<file path="src/rtl/philv_control_fsm_pkg.sv">
// Shared encodings for the Philosophy-V multi-cycle control path: states, RV32I opcodes
// and the mux-select codes also used by the datapath and alu_decoder.
package philv_control_fsm_pkg;

   typedef enum logic [2:0] {
      ST_FETCH  = 3'd0,
      ST_DECODE = 3'd1,
      ST_EXEC   = 3'd2,
      ST_MEM    = 3'd3,
      ST_WB     = 3'd4,
      ST_HALT   = 3'd5
   } state_t;

   localparam logic [6:0] OP_R      = 7'b0110011;
   localparam logic [6:0] OP_I      = 7'b0010011;
   localparam logic [6:0] OP_LOAD   = 7'b0000011;
   localparam logic [6:0] OP_STORE  = 7'b0100011;
   localparam logic [6:0] OP_BRANCH = 7'b1100011;
   localparam logic [6:0] OP_JAL    = 7'b1101111;

   localparam logic [1:0] PC_PLUS4  = 2'd0;
   localparam logic [1:0] PC_BRANCH = 2'd1;
   localparam logic [1:0] PC_JAL    = 2'd2;

   localparam logic [1:0] SRCB_RS2  = 2'd0;
   localparam logic [1:0] SRCB_IIMM = 2'd1;
   localparam logic [1:0] SRCB_SIMM = 2'd2;

   localparam logic [1:0] ALUOP_ADD   = 2'd0;
   localparam logic [1:0] ALUOP_SUB   = 2'd1;
   localparam logic [1:0] ALUOP_FUNCT = 2'd2;

   localparam logic [1:0] WB_ALU = 2'd0;
   localparam logic [1:0] WB_MEM = 2'd1;
   localparam logic [1:0] WB_PC4 = 2'd2;

   typedef struct packed {
      logic legal;
      logic is_r;
      logic is_i;
      logic is_load;
      logic is_store;
      logic is_branch;
      logic is_jal;
   } op_class_t;

endpackage

</file>
<file path="src/rtl/philv_control_fsm_if.sv">
// Control bundle between the sequencer (master) and the datapath (slave).
// PHILV_CTRL_PERF_EN adds the cycle_cnt / instret performance counters.
interface philv_control_fsm_if;
   logic [6:0] opcode;
   logic [2:0] funct3;
   logic       alu_zero;
   logic       mem_ready;
   logic       mem_req;
   logic       mem_wr_ena;
   logic       mem_addr_sel;
   logic       ir_ena;
   logic       pc_ena;
   logic [1:0] pc_src;
   logic [1:0] alu_src_b;
   logic [1:0] alu_op;
   logic       reg_wr_ena;
   logic [1:0] wb_src;
   logic       halted;
   logic       bus_err;
   logic [2:0] state;
`ifdef PHILV_CTRL_PERF_EN
   logic [31:0] cycle_cnt;
   logic [31:0] instret;
`endif

   modport master (
      input  opcode, funct3, alu_zero, mem_ready,
      output mem_req, mem_wr_ena, mem_addr_sel, ir_ena, pc_ena, pc_src,
             alu_src_b, alu_op, reg_wr_ena, wb_src, halted, bus_err, state
`ifdef PHILV_CTRL_PERF_EN
      , output cycle_cnt, instret
`endif
   );

   modport slave (
      output opcode, funct3, alu_zero, mem_ready,
      input  mem_req, mem_wr_ena, mem_addr_sel, ir_ena, pc_ena, pc_src,
             alu_src_b, alu_op, reg_wr_ena, wb_src, halted, bus_err, state
`ifdef PHILV_CTRL_PERF_EN
      , input cycle_cnt, instret
`endif
   );
endinterface

</file>
<file path="src/rtl/philv_control_fsm_opcode_class.sv">
// Combinational RV32I opcode classifier used by the control sequencer.
import philv_control_fsm_pkg::*;

module philv_opcode_class (
   input  logic [6:0] opcode,
   output op_class_t  cls
);

   always_comb begin
      cls = '0;
      case (opcode)
         OP_R:      cls.is_r      = 1'b1;
         OP_I:      cls.is_i      = 1'b1;
         OP_LOAD:   cls.is_load   = 1'b1;
         OP_STORE:  cls.is_store  = 1'b1;
         OP_BRANCH: cls.is_branch = 1'b1;
         OP_JAL:    cls.is_jal    = 1'b1;
         default:   ;
      endcase
      cls.legal = cls.is_r | cls.is_i | cls.is_load | cls.is_store | cls.is_branch | cls.is_jal;
   end

endmodule

</file>
<file path="src/rtl/philv_control_fsm.sv">
// Multi-cycle FETCH/DECODE/EXEC/MEM/WB sequencer for the Philosophy-V core with optional
// memory timeout; PHILV_CTRL_PERF_EN adds cycle_cnt and instret counters.
import philv_control_fsm_pkg::*;

module philv_control_fsm #(
   parameter int MEM_TIMEOUT = 0,
   parameter int TO_WIDTH    = 8
) (
   input  logic                 clk,
   input  logic                 rst,
   philv_control_fsm_if.master  bus
);

   state_t              state_q, state_d;
   logic [TO_WIDTH-1:0] to_cnt;
   logic                bus_err_q, bus_err_d;
   logic                mem_phase, timeout_hit;
   op_class_t           cls;

   philv_opcode_class u_class (
      .opcode (bus.opcode),
      .cls    (cls)
   );

   assign mem_phase   = (state_q == ST_FETCH) || (state_q == ST_MEM);
   assign timeout_hit = (MEM_TIMEOUT != 0) && mem_phase && !bus.mem_ready &&
                        (to_cnt == TO_WIDTH'(MEM_TIMEOUT));

   always_ff @(posedge clk or posedge rst) begin
      if (rst) begin
         state_q   <= ST_FETCH;
         to_cnt    <= '0;
         bus_err_q <= 1'b0;
      end else begin
         state_q   <= state_d;
         bus_err_q <= bus_err_d;
         if ((MEM_TIMEOUT != 0) && mem_phase && !bus.mem_ready && !timeout_hit)
            to_cnt <= to_cnt + TO_WIDTH'(1);
         else
            to_cnt <= '0;
      end
   end

   always_comb begin
      state_d          = state_q;
      bus_err_d        = bus_err_q | timeout_hit;
      bus.mem_req      = 1'b0;
      bus.mem_wr_ena   = 1'b0;
      bus.mem_addr_sel = 1'b0;
      bus.ir_ena       = 1'b0;
      bus.pc_ena       = 1'b0;
      bus.pc_src       = PC_PLUS4;
      bus.alu_src_b    = SRCB_RS2;
      bus.alu_op       = ALUOP_ADD;
      bus.reg_wr_ena   = 1'b0;
      bus.wb_src       = WB_ALU;
      bus.halted       = 1'b0;
      bus.bus_err      = bus_err_q;
      bus.state        = state_q;
      case (state_q)
         ST_FETCH: begin
            bus.mem_req = 1'b1;
            if (bus.mem_ready) begin
               bus.ir_ena = 1'b1;
               bus.pc_ena = 1'b1;
               state_d    = ST_DECODE;
            end else if (timeout_hit) begin
               state_d = ST_HALT;
            end
         end
         ST_DECODE: state_d = cls.legal ? ST_EXEC : ST_HALT;
         ST_EXEC: begin
            state_d = ST_HALT;
            if (cls.is_r || cls.is_i) begin
               bus.alu_op    = ALUOP_FUNCT;
               bus.alu_src_b = cls.is_i ? SRCB_IIMM : SRCB_RS2;
               state_d       = ST_WB;
            end else if (cls.is_load || cls.is_store) begin
               bus.alu_src_b = cls.is_store ? SRCB_SIMM : SRCB_IIMM;
               state_d       = ST_MEM;
            end else if (cls.is_branch) begin
               bus.alu_op = ALUOP_SUB;
               bus.pc_ena = bus.alu_zero ^ bus.funct3[0];
               bus.pc_src = PC_BRANCH;
               state_d    = ST_FETCH;
            end else if (cls.is_jal) begin
               bus.pc_ena     = 1'b1;
               bus.pc_src     = PC_JAL;
               bus.reg_wr_ena = 1'b1;
               bus.wb_src     = WB_PC4;
               state_d        = ST_FETCH;
            end
         end
         ST_MEM: begin
            bus.mem_req      = 1'b1;
            bus.mem_addr_sel = 1'b1;
            bus.mem_wr_ena   = cls.is_store;
            if (bus.mem_ready)
               state_d = cls.is_load ? ST_WB : ST_FETCH;
            else if (timeout_hit)
               state_d = ST_HALT;
         end
         ST_WB: begin
            bus.reg_wr_ena = 1'b1;
            bus.wb_src     = cls.is_load ? WB_MEM : WB_ALU;
            state_d        = ST_FETCH;
         end
         ST_HALT: bus.halted = 1'b1;
         default: state_d = ST_HALT;
      endcase
      // Reset parks the FSM in FETCH; any request it would present is suppressed.
      if (rst) begin
         bus.mem_req = 1'b0;
         bus.ir_ena  = 1'b0;
         bus.pc_ena  = 1'b0;
      end
   end

`ifdef PHILV_CTRL_PERF_EN
   logic [31:0] cycle_cnt_q, instret_q;

   always_ff @(posedge clk or posedge rst) begin
      if (rst) begin
         cycle_cnt_q <= '0;
         instret_q   <= '0;
      end else begin
         if (state_q != ST_HALT)
            cycle_cnt_q <= cycle_cnt_q + 32'd1;
         if ((state_d == ST_FETCH) &&
             ((state_q == ST_EXEC) || (state_q == ST_MEM) || (state_q == ST_WB)))
            instret_q <= instret_q + 32'd1;
      end
   end

   assign bus.cycle_cnt = cycle_cnt_q;
   assign bus.instret   = instret_q;
`endif

endmodule
</file>
<file path="src/flat_wrapper.sv">
// flat-port wrapper written by rule: the top's interface ports become plain ports
module philv_control_fsm_flat 
#(
   parameter int MEM_TIMEOUT = 0,
   parameter int TO_WIDTH    = 8
)
  (clk, rst, bus_opcode, bus_funct3, bus_alu_zero, bus_mem_ready, bus_mem_req, bus_mem_wr_ena, bus_mem_addr_sel, bus_ir_ena, bus_pc_ena, bus_pc_src, bus_alu_src_b, bus_alu_op, bus_reg_wr_ena, bus_wb_src, bus_halted, bus_bus_err, bus_state);
  philv_control_fsm_if bus_i ();
  input  logic clk;
  input  logic rst;
  input wire logic [$bits(bus_i.opcode)-1:0] bus_opcode;
  input wire logic [$bits(bus_i.funct3)-1:0] bus_funct3;
  input wire logic [$bits(bus_i.alu_zero)-1:0] bus_alu_zero;
  input wire logic [$bits(bus_i.mem_ready)-1:0] bus_mem_ready;
  output wire logic [$bits(bus_i.mem_req)-1:0] bus_mem_req;
  output wire logic [$bits(bus_i.mem_wr_ena)-1:0] bus_mem_wr_ena;
  output wire logic [$bits(bus_i.mem_addr_sel)-1:0] bus_mem_addr_sel;
  output wire logic [$bits(bus_i.ir_ena)-1:0] bus_ir_ena;
  output wire logic [$bits(bus_i.pc_ena)-1:0] bus_pc_ena;
  output wire logic [$bits(bus_i.pc_src)-1:0] bus_pc_src;
  output wire logic [$bits(bus_i.alu_src_b)-1:0] bus_alu_src_b;
  output wire logic [$bits(bus_i.alu_op)-1:0] bus_alu_op;
  output wire logic [$bits(bus_i.reg_wr_ena)-1:0] bus_reg_wr_ena;
  output wire logic [$bits(bus_i.wb_src)-1:0] bus_wb_src;
  output wire logic [$bits(bus_i.halted)-1:0] bus_halted;
  output wire logic [$bits(bus_i.bus_err)-1:0] bus_bus_err;
  output wire logic [$bits(bus_i.state)-1:0] bus_state;
  assign bus_i.opcode = bus_opcode;
  assign bus_i.funct3 = bus_funct3;
  assign bus_i.alu_zero = bus_alu_zero;
  assign bus_i.mem_ready = bus_mem_ready;
  assign bus_mem_req = bus_i.mem_req;
  assign bus_mem_wr_ena = bus_i.mem_wr_ena;
  assign bus_mem_addr_sel = bus_i.mem_addr_sel;
  assign bus_ir_ena = bus_i.ir_ena;
  assign bus_pc_ena = bus_i.pc_ena;
  assign bus_pc_src = bus_i.pc_src;
  assign bus_alu_src_b = bus_i.alu_src_b;
  assign bus_alu_op = bus_i.alu_op;
  assign bus_reg_wr_ena = bus_i.reg_wr_ena;
  assign bus_wb_src = bus_i.wb_src;
  assign bus_halted = bus_i.halted;
  assign bus_bus_err = bus_i.bus_err;
  assign bus_state = bus_i.state;
  philv_control_fsm #(.MEM_TIMEOUT(MEM_TIMEOUT), .TO_WIDTH(TO_WIDTH)) u_core (.clk(clk), .rst(rst), .bus(bus_i));
endmodule
</file>
<file path="config.mk">
export PLATFORM = sky130hd
export DESIGN_NAME = philv_control_fsm_flat
export DESIGN_NICKNAME = d
export VERILOG_FILES = /design/src/rtl/philv_control_fsm_pkg.sv /design/src/rtl/philv_control_fsm_if.sv /design/src/rtl/philv_control_fsm_opcode_class.sv /design/src/rtl/philv_control_fsm.sv /design/src/flat_wrapper.sv
export SDC_FILE = /design/constraint.sdc
export NUM_CORES = 1
export LEC_CHECK = 0
export ABC_AREA = 1
export CAP_MARGIN = 0
export CORE_MARGIN = 4
export CORE_UTILIZATION = 33
export DETAILED_ROUTE_END_ITERATION = 7
export PLACE_DENSITY_LB_ADDON = 0.2
export SYNTH_ARGS = -nofsm -noshare
export SYNTH_HDL_FRONTEND = slang
export SYNTH_HIERARCHICAL = 1
export SYNTH_SLANG_ARGS = --single-unit
</file>
<file path="constraint.sdc">
create_clock -name clk -period 1.44 [get_ports clk]
set_input_delay 0.288 -clock clk [delete_from_list [all_inputs] [get_ports clk]]
set_output_delay 0.288 -clock clk [all_outputs]
set_load 0.005 [all_outputs]
</file>
==> run summary, run 1 <==
row count -> 14
final setup vio count -> 18
highest metal used -> met4
routed length on met2 -> 1957 um
fin crit share -> 1.262
Total Routed Length -> 4372 um
Clock transition at path regs -> 0.05 ns
first-pass GRT wire length -> 5865 um
htree depth -> 1
Avg Cell Area, Syn -> 5.505 um^2
Avg Vias per Cell -> 6.087
FF-to-FF Start -> u_core/bus.state[0]
Final Wtd Congestion -> 0.7866
worst skew pair latency -> 0.27 ns
layout cells sized above 1 -> 0.7556
metal3 WL -> 545 um
CP arrival -> 1.53 ns
Cells after Synth -> 100
antenna cell count -> 0
post-synthesis mux area share -> 0
fin util -> 0.9554
CP most frequent cell -> buf_6
Max-Cap Viols -> 0
worst reg2reg path endpoint -> u_core/bus.state[2]
clk root buf -> clkbuf_4
setup TNS -> -4.580 ns
# port buffers -> 29
initial DRC count -> 123
Design Power -> 1.747 mW
core area -> 1541 um^2
synthesis-to-finish area growth -> 167.5%
sequential element share of the synthesized area -> 0.1364
hold_buf cts -> 0
Tightest Hold Check Type -> input pin to async pin
Tmin final -> 1.818 ns
largest net degree at the start of global routing -> 6
unrepaired setup endpoints after global routing -> true
Nets -> 195
crit path capture -> bus_pc_ena
gr usage total -> 0.3229
Req. time, crit path -> 1.15 ns
slowest CP cell -> dfrtp_1
met1 WL -> 1489 um
antenna violations before repair -> 0
via count -> 1,193
post-route DRC violation count -> 0
Slew Viols, Final -> 0
Congestion Overflow GR -> 0
critical path startpoint -> u_core/bus.state[1]
Synth Area in Adders -> 0
sequential power share -> 0.085
Compound-Gate Fraction of Synth Area -> 0.09773
Internal Pwr Total -> 0.9096 mW
number of synthesized register bits -> 3
Net Sw Frac -> 0.4793
Pleak -> 0.7268 nW
critical path class -> flop to output pin
fin worst setup slack -> -0.3778 ns
Reg2Reg Depth -> 11
clock sink total -> 3
violated checks -> negative setup slack
Hold Vio Cnt, Final -> 0
Comb power frac -> 0.809
synth warn -> 6
CP endpoint kind -> output pin
Clock Skew -> 0.004709 ns
die footprint -> 2386 um^2
vias in the first global route -> 1,180
Switch Pwr -> 0.8373 mW
mapped cell area -> 550.5 um^2
Pwr Density -> 1186 nW/um^2
Critical Path Start Type -> flop
fmax -> 550.1 MHz
die height -> 48.85 um
Placement Cell Area -> 1025 um^2
die span in x -> 48.85 um
syn nets -> 114
remaining antenna violation count after routing -> 0
CTS tree -> yes
hold_ws -> 0.3780 ns
Synth Area in Simple Gates -> 0.5591
largest family of logic cells by synthesized area -> simple AND/OR/NAND/NOR gates
DPL Wire Length -> 1432 um
CP max FO -> 2
CTS buffer count -> 3
Post-Synth XOR/XNOR Area -> 0.01591
r2r setup slk -> -0.12 ns
drt wl/cell -> 22.31 um
Fillers -> 39
clock power share -> 0.106
CP max stage delay -> 0.39 ns
peak supply drop -> 0.001090 V
initial core utilization -> 0.3571
crit-path cells -> buf_6 > buf_6 > nand3_4 > nor2_4 > buf_6 > o211ai_1 > nand2_1 > buf_2
router iterations before antenna repair -> 5
Ports -> 33
max reg flops -> 3
status -> finished with violations
Clock Path Buffers -> 2
Yosys cell types -> 22
Finished Cell Area -> 1473 um^2
-- worst min-delay path by stage --
stage          cells past startpoint  from  slack (ns)                   to
2_1_floorplan                      1   rst        0.06  u_core/bus.state[0]
3_3_place_gp                       3   rst        0.63  u_core/bus.state[2]
3_5_place_dp                       3   rst        0.63  u_core/bus.state[2]
4_1_cts                            3   rst        0.40  u_core/bus.state[0]
5_1_grt                            3   rst        0.39  u_core/bus.state[0]
6_report                           3   rst        0.38  u_core/bus.state[2]
-- per-layer routing --
metal / vias to the layer above / GRT usage
met5: - / 0
met4: 0 / 0.2108
met3: 55 / 0.1040
met2: 126 / 0.5391
met1: 547 / 0.3426
li1: 465 / -
-- power groups by stage --
stage                     logic (mW)  registers [mW]  clock network (mW)
after CTS                       1.13           0.145               0.150
final                           1.41           0.149               0.185
after floorplan                0.303           0.170                   0
after detailed placement       0.823           0.153                   0
after global placement         0.809           0.152                   0
after global routing            1.46           0.152               0.196
-- critical path, delay by kind of cell, from the launching register on --
kind,cells,cell delay (ns)
AOI/OAI and AO/OA,1,0.10
buffers and inverters,4,0.47
DFF,1,0.39
and+or+nand+nor,3,0.31
-- synthesized netlist by cell type, drive strengths merged --
cell type,number,area share
nor2,27,0.26
inv,23,0.16
nand2,18,0.13
nand3,13,0.14
o21ai,4,0.036
dfrtp,3,0.14
a21oi,2,0.018
buf,2,0.027
nor3,2,0.027
conb,1,0.0068
nand4,1,0.011
o211ai,1,0.014
o21a,1,0.014
o221ai,1,0.016
xor2,1,0.016
-- per-stage QoR --
| stage | cells | setup slack (ns) |
|---|---|---|
| after floorplan | 100 | -0.08399 |
| after global placement | 166 | -1.004 |
| after detailed placement | 166 | -1.051 |
| after CTS | 198 | -0.2544 |
| after global routing | 196 | -0.4237 |
| final | 196 | -0.3778 |
-- cell usage in the layout (no fill, tap or decap), drive strengths merged --
master | netlist | layout
o211ai | 1 | 1
clkdlybuf4s15 | 0 | 4
nor2 | 27 | 27
clkbuf | 0 | 5
o21ai | 4 | 4
o221ai | 1 | 1
clkdlybuf4s50 | 0 | 4
conb | 1 | 1
o21a | 1 | 1
nand2 | 18 | 18
xor2 | 1 | 1
buf | 2 | 67
a21oi | 2 | 2
nor3 | 2 | 2
dfrtp | 3 | 3
nand4 | 1 | 1
dlygate4sd2 | 0 | 2
inv | 23 | 23
nand3 | 13 | 13
-- what timing repair did --
| action | 4_1_cts | 5_1_grt |
|---|---|---|
| pin swaps | 30 | 15 |
| hold endpoints to repair | 0 | 0 |
| gates resized for setup | 148 | 25 |
| endpoints found under the setup margin | 21 | 20 |
| buffers inserted | 35 | 2 |
-- cell families (layout without fill, tap and decap cells) --
kind of cell	after synthesis	count (layout)
xor gates and xnor gates	1	1
and+or+nand+nor	61	61
DFF	3	3
buffers and inverters	25	105
other	1	1
AOI/OAI and AO/OA	9	9
-- layout make-up --
| cell class | instances | area, um^2 | share of cell area |
|---|---|---|---|
| Multi-Input combinational cell | 72 | 580.6 | 0.3942 |
| Sequential cell | 3 | 75.07 | 0.05098 |
| Timing Repair Buffer | 78 | 671.9 | 0.4562 |
| Clock buffer | 4 | 26.28 | 0.01784 |
| Inverter | 23 | 98.84 | 0.06712 |
| Tap cell | 16 | 20.02 | 0.01359 |
No activity file was read; power rests on OpenSTA's default activity.
==> inputs of run 2 (changes only) <==
--- a/config.mk
+++ b/config.mk
@@ -9,8 +9,10 @@
 export CAP_MARGIN = 0
 export CORE_MARGIN = 4
 export CORE_UTILIZATION = 33
+export CTS_CLUSTER_DIAMETER = 200
 export DETAILED_ROUTE_END_ITERATION = 7
 export PLACE_DENSITY_LB_ADDON = 0.2
+export SKIP_CTS_REPAIR_TIMING = 1
 export SYNTH_ARGS = -nofsm -noshare
 export SYNTH_HDL_FRONTEND = slang
 export SYNTH_HIERARCHICAL = 1
==> run 2 against run 1 <==
  * The run still ends with negative setup slack left
  * Clock skew down 0.0017 ns
  * Setup slack improved by 0.055 ns
  * Non-clock buffer count down 12
  * Die area stayed put
  * Final cell count shrank 6.1%
  * Utilization decreased by 14 points
  * Sequential power rose by 5%
  * Clock power down 19%
  * Critical endpoint is now bus_pc_src[0]
  * Highest routed layer unchanged
==> run summary, run 2 (same netlist as run 1, synthesis figures left out) <==
worst skew pair latency -> 0.23 ns (was 0.27 ns)
initial DRC count -> 9 (was 123)
fin crit share -> 1.225 (was 1.262)
CP most frequent cell -> nor2_4 (was buf_6)
first-pass GRT wire length -> 2787 um (was 5865 um)
die footprint -> 2386 um^2 (unchanged)
critical path startpoint -> bus_opcode[5] (was u_core/bus.state[1])
Congestion Overflow GR -> 0 (unchanged)
clock sink total -> 3 (unchanged)
fin worst setup slack -> -0.3233 ns (was -0.3778 ns)
crit-path cells -> dlymetal6s2s_1 > inv_1 > nand3_2 > nor2_4 > nor2_4 > inv_2 > nor2_4 > buf_6 > inv_6 > nor3_4 > buf_2 (was buf_6 > buf_6 > nand3_4 > nor2_4 > buf_6 > o211ai_1 > nand2_1 > buf_2)
Critical Path Start Type -> input pin (was flop)
CP arrival -> 1.48 ns (was 1.53 ns)
max reg flops -> 3 (unchanged)
CP delay by family, top -> buffers and inverters (unchanged)
Fillers -> 92 (was 39)
final setup vio count -> 14 (was 18)
Crit path depth -> 11 (was 8)
# port buffers -> 29 (unchanged)
initial core utilization -> 0.3571 (unchanged)
unrepaired setup endpoints after global routing -> true (unchanged)
Placement Cell Area -> 1025 um^2 (unchanged)
commonest non-fill, non-tap cell in the layout -> buf_4 (unchanged)
post-route DRC violation count -> 0 (unchanged)
router iterations before antenna repair -> 4 (was 5)
layout cells sized above 1 -> 0.6190 (was 0.7556)
Clock Skew -> 0.003026 ns (was 0.004709 ns)
antenna cell count -> 0 (unchanged)
r2r setup slk -> 0.05 ns (was -0.12 ns)
drt wl/cell -> 12.99 um (was 22.31 um)
most frequent cells in the layout -> buf_4, nand2_1, nor2_4, nor2_1, inv_2 (was buf_4, buf_6, buf_2, nor2_4, inv_2)
die span in x -> 48.85 um (unchanged)
Placement Setup Slack -> -1.051 ns (unchanged)
largest net degree at the start of global routing -> 6 (unchanged)
vias in the first global route -> 704 (was 1,180)
CTS buffer count -> 3 (unchanged)
Buf/Inv on CP -> 6 (was 4)
die height -> 48.85 um (unchanged)
Slew Viols, Final -> 0 (unchanged)
slowest CP cell -> dlymetal6s2s_1 (was dfrtp_1)
Nets -> 183 (was 195)
FF-to-FF Start -> u_core/bus.state[1] (was u_core/bus.state[0])
Tightest Hold Check Type -> input pin to async pin (unchanged)
via count -> 918 (was 1,193)
row count -> 14 (unchanged)
Tmin final -> 1.763 ns (was 1.818 ns)
antenna violations before repair -> 0 (unchanged)
Clock Path Buffers -> 2 (unchanged)
CTS tree -> yes (unchanged)
Final Wtd Congestion -> 0.7866 (unchanged)
critical path class -> input pin to output pin (was flop to output pin)
Reg2Reg Depth -> 8 (was 11)
synthesis-to-finish area growth -> 129.3% (was 167.5%)
Hold Vio Cnt, Final -> 0 (unchanged)
clk root buf -> clkbuf_4 (unchanged)
fin util -> 0.8190 (was 0.9554)
Total Routed Length -> 2391 um (was 4372 um)
DPL Wire Length -> 1432 um (unchanged)
Max-Cap Viols -> 0 (unchanged)
Finished Cell Area -> 1262 um^2 (was 1473 um^2)
worst reg2reg path endpoint -> u_core/bus.state[2] (unchanged)
crit path capture -> bus_pc_src[0] (was bus_pc_ena)
Clock transition at path regs -> 0.04 ns (was 0.05 ns)
Req. time, crit path -> 1.15 ns (about the same)
setup TNS -> -2.778 ns (was -4.580 ns)
status -> finished with violations (unchanged)
violated checks -> negative setup slack (unchanged)
Ports -> 33 (unchanged)
Pwr Density -> 1121 nW/um^2 (was 1186 nW/um^2)
peak supply drop -> 0.0007551 V (was 0.001090 V)
Pleak -> 0.7024 nW (was 0.7268 nW)
hold_ws -> 0.4044 ns (was 0.3780 ns)
CP max stage delay -> 0.17 ns (was 0.39 ns)
htree depth -> 1 (unchanged)
fmax -> 567.1 MHz (was 550.1 MHz)
remaining antenna violation count after routing -> 0 (unchanged)
gr usage total -> 0.1428 (was 0.3229)
CP max FO -> 5 (was 2)
Avg Vias per Cell -> 4.989 (was 6.087)
CP endpoint kind -> output pin (unchanged)
core area -> 1541 um^2 (unchanged)
[run 2: worst min-delay path by stage]
stage	start	end	depth (start not counted)
floorplan	rst	u_core/bus.state[0]	1
global placement	rst	u_core/bus.state[2]	3
detailed placement	rst	u_core/bus.state[2]	3
CTS	rst	u_core/bus.state[0]	3
global route	rst	u_core/bus.state[2]	3
finish	rst	u_core/bus.state[0]	3
[run 2: area by class of cell]
cell class	instances	area [um^2]	share of cell area
multi-input combinational	72	500.5	0.3964
tap	16	20.02	0.01586
timing repair buffer	66	544.3	0.4311
sequential	3	77.57	0.06145
inverter	23	93.84	0.07433
clock buffer	4	26.28	0.02081
[run 2: routing by layer]
layer  GRT usage  wire, um
met4     0.04036        36
met2      0.2348      1168
met1      0.1822      1005
met5           0         0
met3     0.03670       181
[run 2: per-stage QoR]
stage	instances	power, mW
final	184	1.415
after global routing	184	1.509
after CTS	170	1.131
after detailed placement	166	0.9762
after global placement	166	0.9609
after floorplan	100	0.4732
[run 2: where the power goes]
| group | switching [mW] | total (mW) | internal, mW |
|---|---|---|---|
| clock network | 0.0459 | 0.150 | 0.104 |
| logic | 0.518 | 1.11 | 0.590 |
| registers | 0.0357 | 0.157 | 0.121 |
| total | 0.600 | 1.42 | 0.815 |
[run 2: tightest hold or removal path, delay by kind of cell]
kind                   cells  cell delay (ns)
buffers and inverters      3             0.66
